**config.mk**
```make
export PLATFORM = sky130hd
export DESIGN_NAME = digit_scan
export DESIGN_NICKNAME = d
export VERILOG_FILES = /design/src/rtl/digit_scan.sv
export SDC_FILE = /design/constraint.sdc
export NUM_CORES = 1
export LEC_CHECK = 0
export CELL_PAD_IN_SITES_DETAIL_PLACEMENT = 0
export CELL_PAD_IN_SITES_GLOBAL_PLACEMENT = 2
export CORE_MARGIN = 1
export CORE_UTILIZATION = 36
export CTS_BUF_LIST = sky130_fd_sc_hd__clkbuf_16
export DETAILED_ROUTE_END_ITERATION = 8
export PLACE_DENSITY = 0.84
export SYNTH_ARGS = -nofsm -noshare
export SYNTH_HDL_FRONTEND = slang
export SYNTH_SLANG_ARGS = --single-unit
```
**constraint.sdc**
```tcl
create_clock -name clk -period 14.7 [get_ports clk]
set_input_delay 4.41 -clock clk [delete_from_list [all_inputs] [get_ports clk]]
set_output_delay 4.41 -clock clk [all_outputs]
set_load 0.02 [all_outputs]
```
**src/rtl/digit_scan.sv**
```systemverilog
// Eight-digit multiplexed seven-segment scanner with a three-register bus slave.
// Each digit owns a (D+1)-cycle slot whose first cycle is blanked as dead time.
module digit_scan #(
  parameter logic [15:0] DIV_DEFAULT = 16'd49999,
  parameter logic [31:0] BASE_ADDR   = 32'hfffffc10
) (
  input  logic        clk,
  input  logic        rst,
  input  logic [31:0] addr,
  input  logic        en,
  input  logic [3:0]  byte_sel,
  input  logic [31:0] data_in,
  input  logic        we,
  output logic [31:0] data_out,
  output logic [7:0]  sel_out,
  output logic [7:0]  digital_out
);

  logic [31:0] data_q, data_d;
  logic [15:0] ctrl_q, ctrl_d;
  logic [15:0] div_q, div_d;
  logic [15:0] cnt_q, cnt_d;
  logic [2:0]  idx_q, idx_d;
  logic [7:0]  sel_q, sel_d;
  logic [7:0]  seg_q, seg_d;

  logic        hitData, hitCtrl, hitDiv;
  logic [15:0] effDiv;
  logic [3:0]  digitVal;

  assign hitData = (addr == BASE_ADDR);
  assign hitCtrl = (addr == BASE_ADDR + 32'd4);
  assign hitDiv  = (addr == BASE_ADDR + 32'd8);

  function automatic logic [6:0] hexSeg(input logic [3:0] v);
    case (v)
      4'h0: hexSeg = 7'h40;
      4'h1: hexSeg = 7'h79;
      4'h2: hexSeg = 7'h24;
      4'h3: hexSeg = 7'h30;
      4'h4: hexSeg = 7'h19;
      4'h5: hexSeg = 7'h12;
      4'h6: hexSeg = 7'h02;
      4'h7: hexSeg = 7'h78;
      4'h8: hexSeg = 7'h00;
      4'h9: hexSeg = 7'h10;
      4'ha: hexSeg = 7'h08;
      4'hb: hexSeg = 7'h03;
      4'hc: hexSeg = 7'h46;
      4'hd: hexSeg = 7'h21;
      4'he: hexSeg = 7'h06;
      default: hexSeg = 7'h0e;
    endcase
  endfunction

  always_comb begin
    data_d = data_q;
    ctrl_d = ctrl_q;
    div_d  = div_q;
    if (en && we) begin
      for (int i = 0; i < 4; i++) begin
        if (byte_sel[i] && hitData) data_d[8*i +: 8] = data_in[8*i +: 8];
      end
      for (int i = 0; i < 2; i++) begin
        if (byte_sel[i] && hitCtrl) ctrl_d[8*i +: 8] = data_in[8*i +: 8];
        if (byte_sel[i] && hitDiv)  div_d[8*i +: 8]  = data_in[8*i +: 8];
      end
    end
  end

  // A >= compare (not ==) lets a lowered divider take effect on the very next edge.
  always_comb begin
    effDiv = (div_q == 16'd0) ? 16'd1 : div_q;
    cnt_d  = cnt_q + 16'd1;
    idx_d  = idx_q;
    if (cnt_q >= effDiv) begin
      cnt_d = 16'd0;
      idx_d = idx_q + 3'd1;
    end
  end

  always_comb begin
    digitVal = data_q[4*idx_q +: 4];
    sel_d    = 8'hff;
    if (cnt_q != 16'd0 && ctrl_q[idx_q]) sel_d = ~(8'b1 << idx_q);
    seg_d    = {~ctrl_q[{1'b1, idx_q}], hexSeg(digitVal)};
  end

  always_ff @(posedge clk or negedge rst) begin
    if (!rst) begin
      data_q <= 32'h0;
      ctrl_q <= 16'h0;
      div_q  <= DIV_DEFAULT;
      cnt_q  <= 16'h0;
      idx_q  <= 3'd0;
      sel_q  <= 8'hff;
      seg_q  <= 8'hff;
    end else begin
      data_q <= data_d;
      ctrl_q <= ctrl_d;
      div_q  <= div_d;
      cnt_q  <= cnt_d;
      idx_q  <= idx_d;
      sel_q  <= sel_d;
      seg_q  <= seg_d;
    end
  end

  always_comb begin
    data_out = 32'h0;
    if (rst && en && !we) begin
      if (hitData)      data_out = data_q;
      else if (hitCtrl) data_out = {16'h0, ctrl_q};
      else if (hitDiv)  data_out = {16'h0, div_q};
    end
  end

  assign sel_out     = sel_q;
  assign digital_out = seg_q;

endmodule

```
==> flow_summary_export.csv, run 1 <==
group,metric,value,unit
floorplan,io_pins,120,
power,power.density_cell_area,77.6,nW/µm²
layout,final_cells,793,
setup_path,critical_path_depth,7,
setup_path,critPathBufInv,2,
sta,rsz0062_at_grt,"no",
clock_network,cts_repair_resize_count,0,
placement,post-place-cells,777,
flow_run,cap_viol_max_count,0,
synthesis,synthesis.nets,591,
clock_network,clk_pin_slew_worst_paths,0.07,ns
hold_path,hp-class,"flip-flop to flip-flop",
layout,insertedDiodeCount,0,
route,antenna_left,0,
layout,layout-drive-gt1-share,0.223,
synthesis,post_synth.cell_area_avg,11.4,µm²
sta,min_period_over_period,0.861,
sta,final_count_of_pins_violating_max_slew,0,
sta,setup_viol,0,
clock_network,cts_made_buffers,9,
power,cellLeakagePower,0.00320,µW
route,viasPerCell,5.19,
setup_path,rrSetupSlack,11.84,ns
clock_network,cts_hold_buf,0,
layout,layout_common_cells,"sky130_fd_sc_hd__clkdlybuf4s50_1, sky130_fd_sc_hd__dfrtp_1, sky130_fd_sc_hd__mux2_2",
setup_path,ff2ff_path_depth,9,
setup_path,cp_max_delay_cell,"sky130_fd_sc_hd__or4b_1",
floorplan,effective_utilization_at_floorplan,0.368,
setup_path,rr_startpoint,"div_q[10]",
setup_path,worst-endpoint-required,10.29,ns
global_routing,via_count_of_the_first_global_routing_pass,4232,
hold_path,hold_path.startpoint,"ctrl_q[6]",
setup_path,setup.worst_path.start_class,"input port",
synthesis,synth.distinct_cells,47,
clock_network,clock_insertion_delay_worst_skew,0.35,ns
synthesis,synthDominantAreaCellType,"sky130_fd_sc_hd__dfrtp_1",
hold_path,hold_path_depth,1,
synthesis,gate_count_of_the_mapped_netlist,489,
route,drt-initial-drc-count,224,
sta,max_freq,79.0,MHz
route,avgRoutedWirePerCell,18.4,µm
setup_path,cp_cell_sequence,"clkdlybuf4s50_1, or4b_4, or4_4, or4b_1, nor3_4, and2_1, clkdlybuf4s50_1",
sta,timing.final.hold_violations,0,
placement,gp_routability_congestion,0.811,
clock_network,cts_setup_buffers,0,
synthesis,synth_top_area_frac,0.332,
synthesis,seq_area_frac_synth,0.450,
clock_network,buffer_depth_of_the_longest_clock_path,2,
global_routing,grt_use_total,0.192,
hold_path,hold-path-endpoint,"ctrl_q[6]",
synthesis,ys_ff_latch,99,
sta,worst_slew_pin_slew,1.09,ns
route,detailroute.via_count,4117,
sta,clock-skew-final,0.00595,ns
placement,place.port_buffers,119,
route,drt_first_pass_iters,5,
sta,slew_headroom,0.251,
global_routing,grt_start_max_net_pins,70,
setup_path,crit_path_max_incr_delay,0.96,ns
floorplan,core_region_area,15100,µm²
global_routing,grt_pass1_wl,23300,µm
setup_path,crit-reg2reg-capture,"cnt_q[11]",
layout,number_of_nets_at_the_end_of_the_flow,702,
setup_path,worst_setup_path_end_kind,"primary output",
sta,setup-tns-final,0,ns
global_routing,grt_antenna_before_repair,0,
placement,place_hpwl,11100,µm
route,drt_drc_violations_left,0,
global_routing,gr-total-overflow,0,
synthesis,synth_ff_type,"sky130_fd_sc_hd__dfrtp_1",
sta,minimum_clock_period,12.65,ns
power,ir_worst_vdd,0.0000520,V
clock_network,clockRootBuffer,"sky130_fd_sc_hd__clkbuf_16",
synthesis,ys_warn_count,0,
setup_path,path_class,"input port to primary output",
floorplan,num_rows,45,
synthesis,area_of_the_mapped_netlist,5570,µm²
layout,most_common_library_cell_in_the_layout_ignoring_fill_and_taps,"sky130_fd_sc_hd__clkdlybuf4s50_1",
floorplan,die_w,126,µm
status,status,"finished, final reports clean",
clock_network,clock_tree.htree_level_count,3,
setup_path,crit_path_frequent_cell,"sky130_fd_sc_hd__clkdlybuf4s50_1",
route,routed_wirelength,14600,µm
setup_path,crit_fanout,19,
synthesis,synth_async_reset_ratio,1.00,
layout,synthToLayoutAreaGrowth,30.0,%
floorplan,die-area,16000,µm²
synthesis,count_of_flip_flops_with_a_built_in_enable_after_synthesis,0,
clock_network,cts.sinks,99,
setup_path,critPathTopFamily,"simple AND/OR/NAND/NOR gates",
floorplan,y_dimension_of_the_die,126,µm
synthesis,synth.top_cells.by_area,"sky130_fd_sc_hd__dfrtp_1, sky130_fd_sc_hd__mux2_2, sky130_fd_sc_hd__dfstp_2, sky130_fd_sc_hd__ha_1, sky130_fd_sc_hd__mux4_2",
setup_path,worstPathArrival,8.24,ns
clock_network,cts_tree,"done",
## routing by layer
| metal | vias up | wire [µm] | global-route usage |
|---|---|---|---|
| li1 | 1961 | - | - |
| met1 | 2019 | 6890 | 0.270 |
| met2 | 121 | 6680 | 0.296 |
| met3 | 16 | 694 | 0.0299 |
| met4 | 0 | 291 | 0.0773 |
| met5 | - | 0 | 0 |
## state kept, by name, indices dropped and copies added, names as in the netlist
name         cells
div_q           16
digital_out      8
data_q          32
idx_q            3
ctrl_q          16
sel_out          8
cnt_q           16
## cells in the mapped netlist (2+ instances only)
library cell / n
sky130_fd_sc_hd__nor4b_1: 16
sky130_fd_sc_hd__nor2_8: 2
sky130_fd_sc_hd__buf_6: 2
sky130_fd_sc_hd__xor2_1: 9
sky130_fd_sc_hd__nor3_1: 2
sky130_fd_sc_hd__nor2_1: 37
sky130_fd_sc_hd__a21oi_1: 5
sky130_fd_sc_hd__o21a_1: 3
sky130_fd_sc_hd__or4b_2: 2
sky130_fd_sc_hd__and3_1: 5
sky130_fd_sc_hd__o21ai_0: 20
sky130_fd_sc_hd__inv_1: 26
sky130_fd_sc_hd__clkbuf_1: 19
sky130_fd_sc_hd__nand4_1: 10
sky130_fd_sc_hd__nor4_1: 9
sky130_fd_sc_hd__nand4b_1: 2
sky130_fd_sc_hd__or3_1: 3
sky130_fd_sc_hd__mux2i_1: 7
sky130_fd_sc_hd__buf_1: 2
sky130_fd_sc_hd__nor2b_1: 16
sky130_fd_sc_hd__ha_1: 30
sky130_fd_sc_hd__dfstp_2: 25
sky130_fd_sc_hd__and2_1: 17
sky130_fd_sc_hd__nand2_1: 26
sky130_fd_sc_hd__o22ai_1: 2
sky130_fd_sc_hd__mux2_2: 69
sky130_fd_sc_hd__mux4_2: 12
sky130_fd_sc_hd__a2111oi_0: 2
sky130_fd_sc_hd__nand3_1: 9
sky130_fd_sc_hd__dfrtp_1: 74
sky130_fd_sc_hd__nand2b_1: 5
sky130_fd_sc_hd__xnor2_1: 6
## final cells by class
| type | instances | area (µm²) |
|---|---|---|
| inverter | 27 | 101 |
| clock buffer | 9 | 225 |
| sequential | 99 | 2510 |
| clock inverter | 7 | 91.3 |
| tap | 188 | 235 |
| timing repair buffer | 123 | 1220 |
| multi-input combinational | 340 | 2860 |
| fill | 1400 | 7910 |
## how the worst max path moves through the flow
stage,to,startpoint
3_5_place_dp,data_out[17],addr[0]
2_1_floorplan,data_out[0],addr[0]
3_3_place_gp,data_out[24],addr[0]
5_1_grt,data_out[17],addr[0]
6_report,data_out[17],addr[0]
4_1_cts,data_out[17],addr[0]
## kinds of logic after synthesis
| group | synth area share |
|---|---|
| simple gates | 0.178 |
| flops | 0.450 |
| mux | 0.201 |
| buf+inv | 0.0364 |
| compound gates | 0.0442 |
| fa+ha+maj | 0.0674 |
| xor+xnor | 0.0236 |
## worst register-to-register path, delay by kind of cell, from the launching register on
kind,cells,cell delay (ns)
simple gates,3,0.61
flops,1,0.39
fa+ha+maj,1,0.11
compound gates,4,1.29
buf+inv,1,0.34
## through the flow
stage	hold WS (ns)	util	instance area [µm²]	setup WS (ns)	power, µW
after global routing	0.553	0.478	7240	1.86	580
after detailed placement	0.522	0.457	6920	1.99	313
after global placement	0.508	0.457	6920	2.07	312
after floorplan	0.488	-	5570	3.42	284
final	0.535	0.478	7240	2.05	562
after CTS	0.538	0.478	7240	1.98	568
## report_power, final
group / internal (µW) / switching (µW)
Sequential: 273 / 0.00233
Combinational: 19.6 / 14.7
Clock: 149 / 106
Total: 441 / 121
(Power assumes the default switching activity.)
==> inputs of run 2 (changes only) <==
--- a/config.mk
+++ b/config.mk
@@ -8,10 +8,11 @@
 export CELL_PAD_IN_SITES_DETAIL_PLACEMENT = 0
 export CELL_PAD_IN_SITES_GLOBAL_PLACEMENT = 2
 export CORE_MARGIN = 1
-export CORE_UTILIZATION = 36
+export CORE_UTILIZATION = 33
 export CTS_BUF_LIST = sky130_fd_sc_hd__clkbuf_16
 export DETAILED_ROUTE_END_ITERATION = 8
-export PLACE_DENSITY = 0.84
+export PLACE_DENSITY = 0.78
+export SKIP_CTS_REPAIR_TIMING = 1
 export SYNTH_ARGS = -nofsm -noshare
 export SYNTH_HDL_FRONTEND = slang
 export SYNTH_SLANG_ARGS = --single-unit
==> constraint.sdc (replaced) <==
create_clock -name clk -period 13.9 [get_ports clk]
set_input_delay 4.17 -clock clk [delete_from_list [all_inputs] [get_ports clk]]
set_output_delay 4.17 -clock clk [all_outputs]
set_load 0.02 [all_outputs]
==> run 2 against run 1 <==
Utilization is 4.2 points lower. First-iteration DRC count is 28% higher. Combinational power is 6.7% higher.
==> flow_summary_export.csv, run 2 (synthesis gave the netlist of run 1 again) <==
group,metric,value,unit
route,avgRoutedWirePerCell,18.0,µm
route,drt_first_pass_iters,4,
floorplan,y_dimension_of_the_die,132,µm
sta,min_period_over_period,0.876,
clock_network,clock_insertion_delay_worst_skew,0.35,ns
hold_path,hp-class,"flip-flop to flip-flop",
layout,layout_common_cells,"sky130_fd_sc_hd__clkdlybuf4s50_1, sky130_fd_sc_hd__dfrtp_1, sky130_fd_sc_hd__mux2_2",
clock_network,cts_tree,"done",
power,power.density_cell_area,76.3,nW/µm²
sta,worst_slew_pin_slew,1.06,ns
layout,number_of_nets_at_the_end_of_the_flow,701,
layout,max_flop_register,"data_q",
clock_network,clock_tree.htree_level_count,3,
sta,setup_viol,0,
setup_path,crit_fanout,19,
route,routed_wirelength,14800,µm
clock_network,buffer_depth_of_the_longest_clock_path,2,
sta,timing.final.hold_violations,0,
placement,place_hpwl,11200,µm
layout,area_taken_by_flip_flops_and_latches,2510,µm²
route,viasPerCell,5.01,
setup_path,worstPathArrival,8.01,ns
layout,insertedDiodeCount,0,
power,ir_worst_vdd,0.0000609,V
power,cellLeakagePower,0.00318,µW
layout,most_common_library_cell_in_the_layout_ignoring_fill_and_taps,"sky130_fd_sc_hd__clkdlybuf4s50_1",
layout,multi_input_area,2860,µm²
status,status,"finished, final reports clean",
hold_path,hold_path_depth,1,
layout,synthToLayoutAreaGrowth,29.4,%
clock_network,clk_pin_slew_worst_paths,0.06,ns
layout,layout-drive-gt1-share,0.215,
sta,clock-skew-final,0.00671,ns
setup_path,ff2ff_path_depth,4,
floorplan,effective_utilization_at_floorplan,0.337,
placement,post-place-cells,808,
floorplan,die-area,17400,µm²
floorplan,io_pins,120,
sta,minimum_clock_period,12.18,ns
sta,setup-tns-final,0,ns
global_routing,grt_use_total,0.180,
setup_path,setup.worst_path.start_class,"input port",
global_routing,grt_start_max_net_pins,76,
setup_path,path_class,"input port to primary output",
clock_network,clockRootBuffer,"sky130_fd_sc_hd__clkbuf_16",
placement,place.port_buffers,119,
layout,final_cells,824,
sta,slew_headroom,0.276,
global_routing,via_count_of_the_first_global_routing_pass,4252,
floorplan,num_rows,47,
floorplan,core_region_area,16500,µm²
sta,rsz0062_at_grt,"no",
route,drt_drc_violations_left,0,
global_routing,gr-total-overflow,0,
clock_network,cts_made_buffers,9,
layout,fill_cells,1555,
floorplan,die_w,132,µm
sta,hold_slack,0.530,ns
setup_path,worst-endpoint-required,9.73,ns
route,detailroute.via_count,4127,
global_routing,grt_antenna_before_repair,0,
setup_path,worst_setup_path_end_kind,"primary output",
sta,final_count_of_pins_violating_max_slew,0,
clock_network,cts.sinks,99,
route,antenna_left,0,
route,drt-initial-drc-count,286,
flow_run,cap_viol_max_count,0,
layout,largest_register_ffs,32,
placement,gp_routability_congestion,0.784,
global_routing,grt_pass1_wl,23900,µm
sta,max_freq,82.1,MHz
==> run 2: cell count changes in the layout (fill, tap and decap cells not counted), sizes merged <==
cell,change
inv,+2
bufinv,-2
buf,-1
==> run 2: power by group <==
group / total, µW / switching, µW / leakage, µW / internal [µW]
clock network: 225 / 107 / 0.000142 / 118
registers: 288 / 0.00309 / 0.00129 / 288
logic: 36.6 / 15.8 / 0.00175 / 20.7
total: 550 / 123 / 0.00318 / 427
==> run 2: layout make-up <==
type	instances	area share
clock buffers	9	0.0312
clock inverters	7	0.00416
inverters	27	0.0141
multi-input cells	340	0.397
flip-flops and latches	99	0.348
well taps	220	0.0382
repair buffers	122	0.168
==> run 2: layer usage <==
layer | part of all wire | vias up | GRT usage
li1 | - | 1968 | -
met2 | 0.46 | 137 | 0.284
met3 | 0.054 | 15 | 0.0384
met1 | 0.47 | 2007 | 0.242
met5 | 0 | - | 0
met4 | 0.019 | 0 | 0.0704
==> run 2: path summary, 6_finish.rpt <==
| kind | startpoint | endpoint | slack [ns] |
|---|---|---|---|
| setup / recovery | addr[0] | data_out[17] | 1.72 |
| hold / removal | data_q[25] | data_q[25] | 0.53 |
| hold reg to reg | data_q[25] | data_q[25] | 0.53 |
| setup reg to reg | idx_q[1] | digital_out[1] | 10.86 |
| min in group asynchronous | rst | cnt_q[0] | 3.73 |
| max in group asynchronous | rst | data_q[31] | 8.86 |
==> run 2: worst max-delay path, stage by stage <==
cell                              delay [ns]
sky130_fd_sc_hd__clkdlybuf4s50_1        0.42
sky130_fd_sc_hd__or4b_4                 0.54
sky130_fd_sc_hd__or4_4                  0.52
sky130_fd_sc_hd__or4b_1                 0.97
sky130_fd_sc_hd__nor3_4                 0.57
sky130_fd_sc_hd__and2_1                 0.20
sky130_fd_sc_hd__clkdlybuf4s50_1        0.60
==> run 2: stage by stage <==
step / setup slack [ns] / instance area, µm² / total power (µW) / utilization
final: 1.72 / 7210 / 550 / 0.436
after global routing: 1.54 / 7210 / 571 / 0.436
after CTS: 1.66 / 7210 / 557 / 0.436
after detailed placement: 1.67 / 6960 / 331 / 0.421
after global placement: 1.74 / 6960 / 330 / 0.421
after floorplan: 3.10 / 5570 / 300 / -
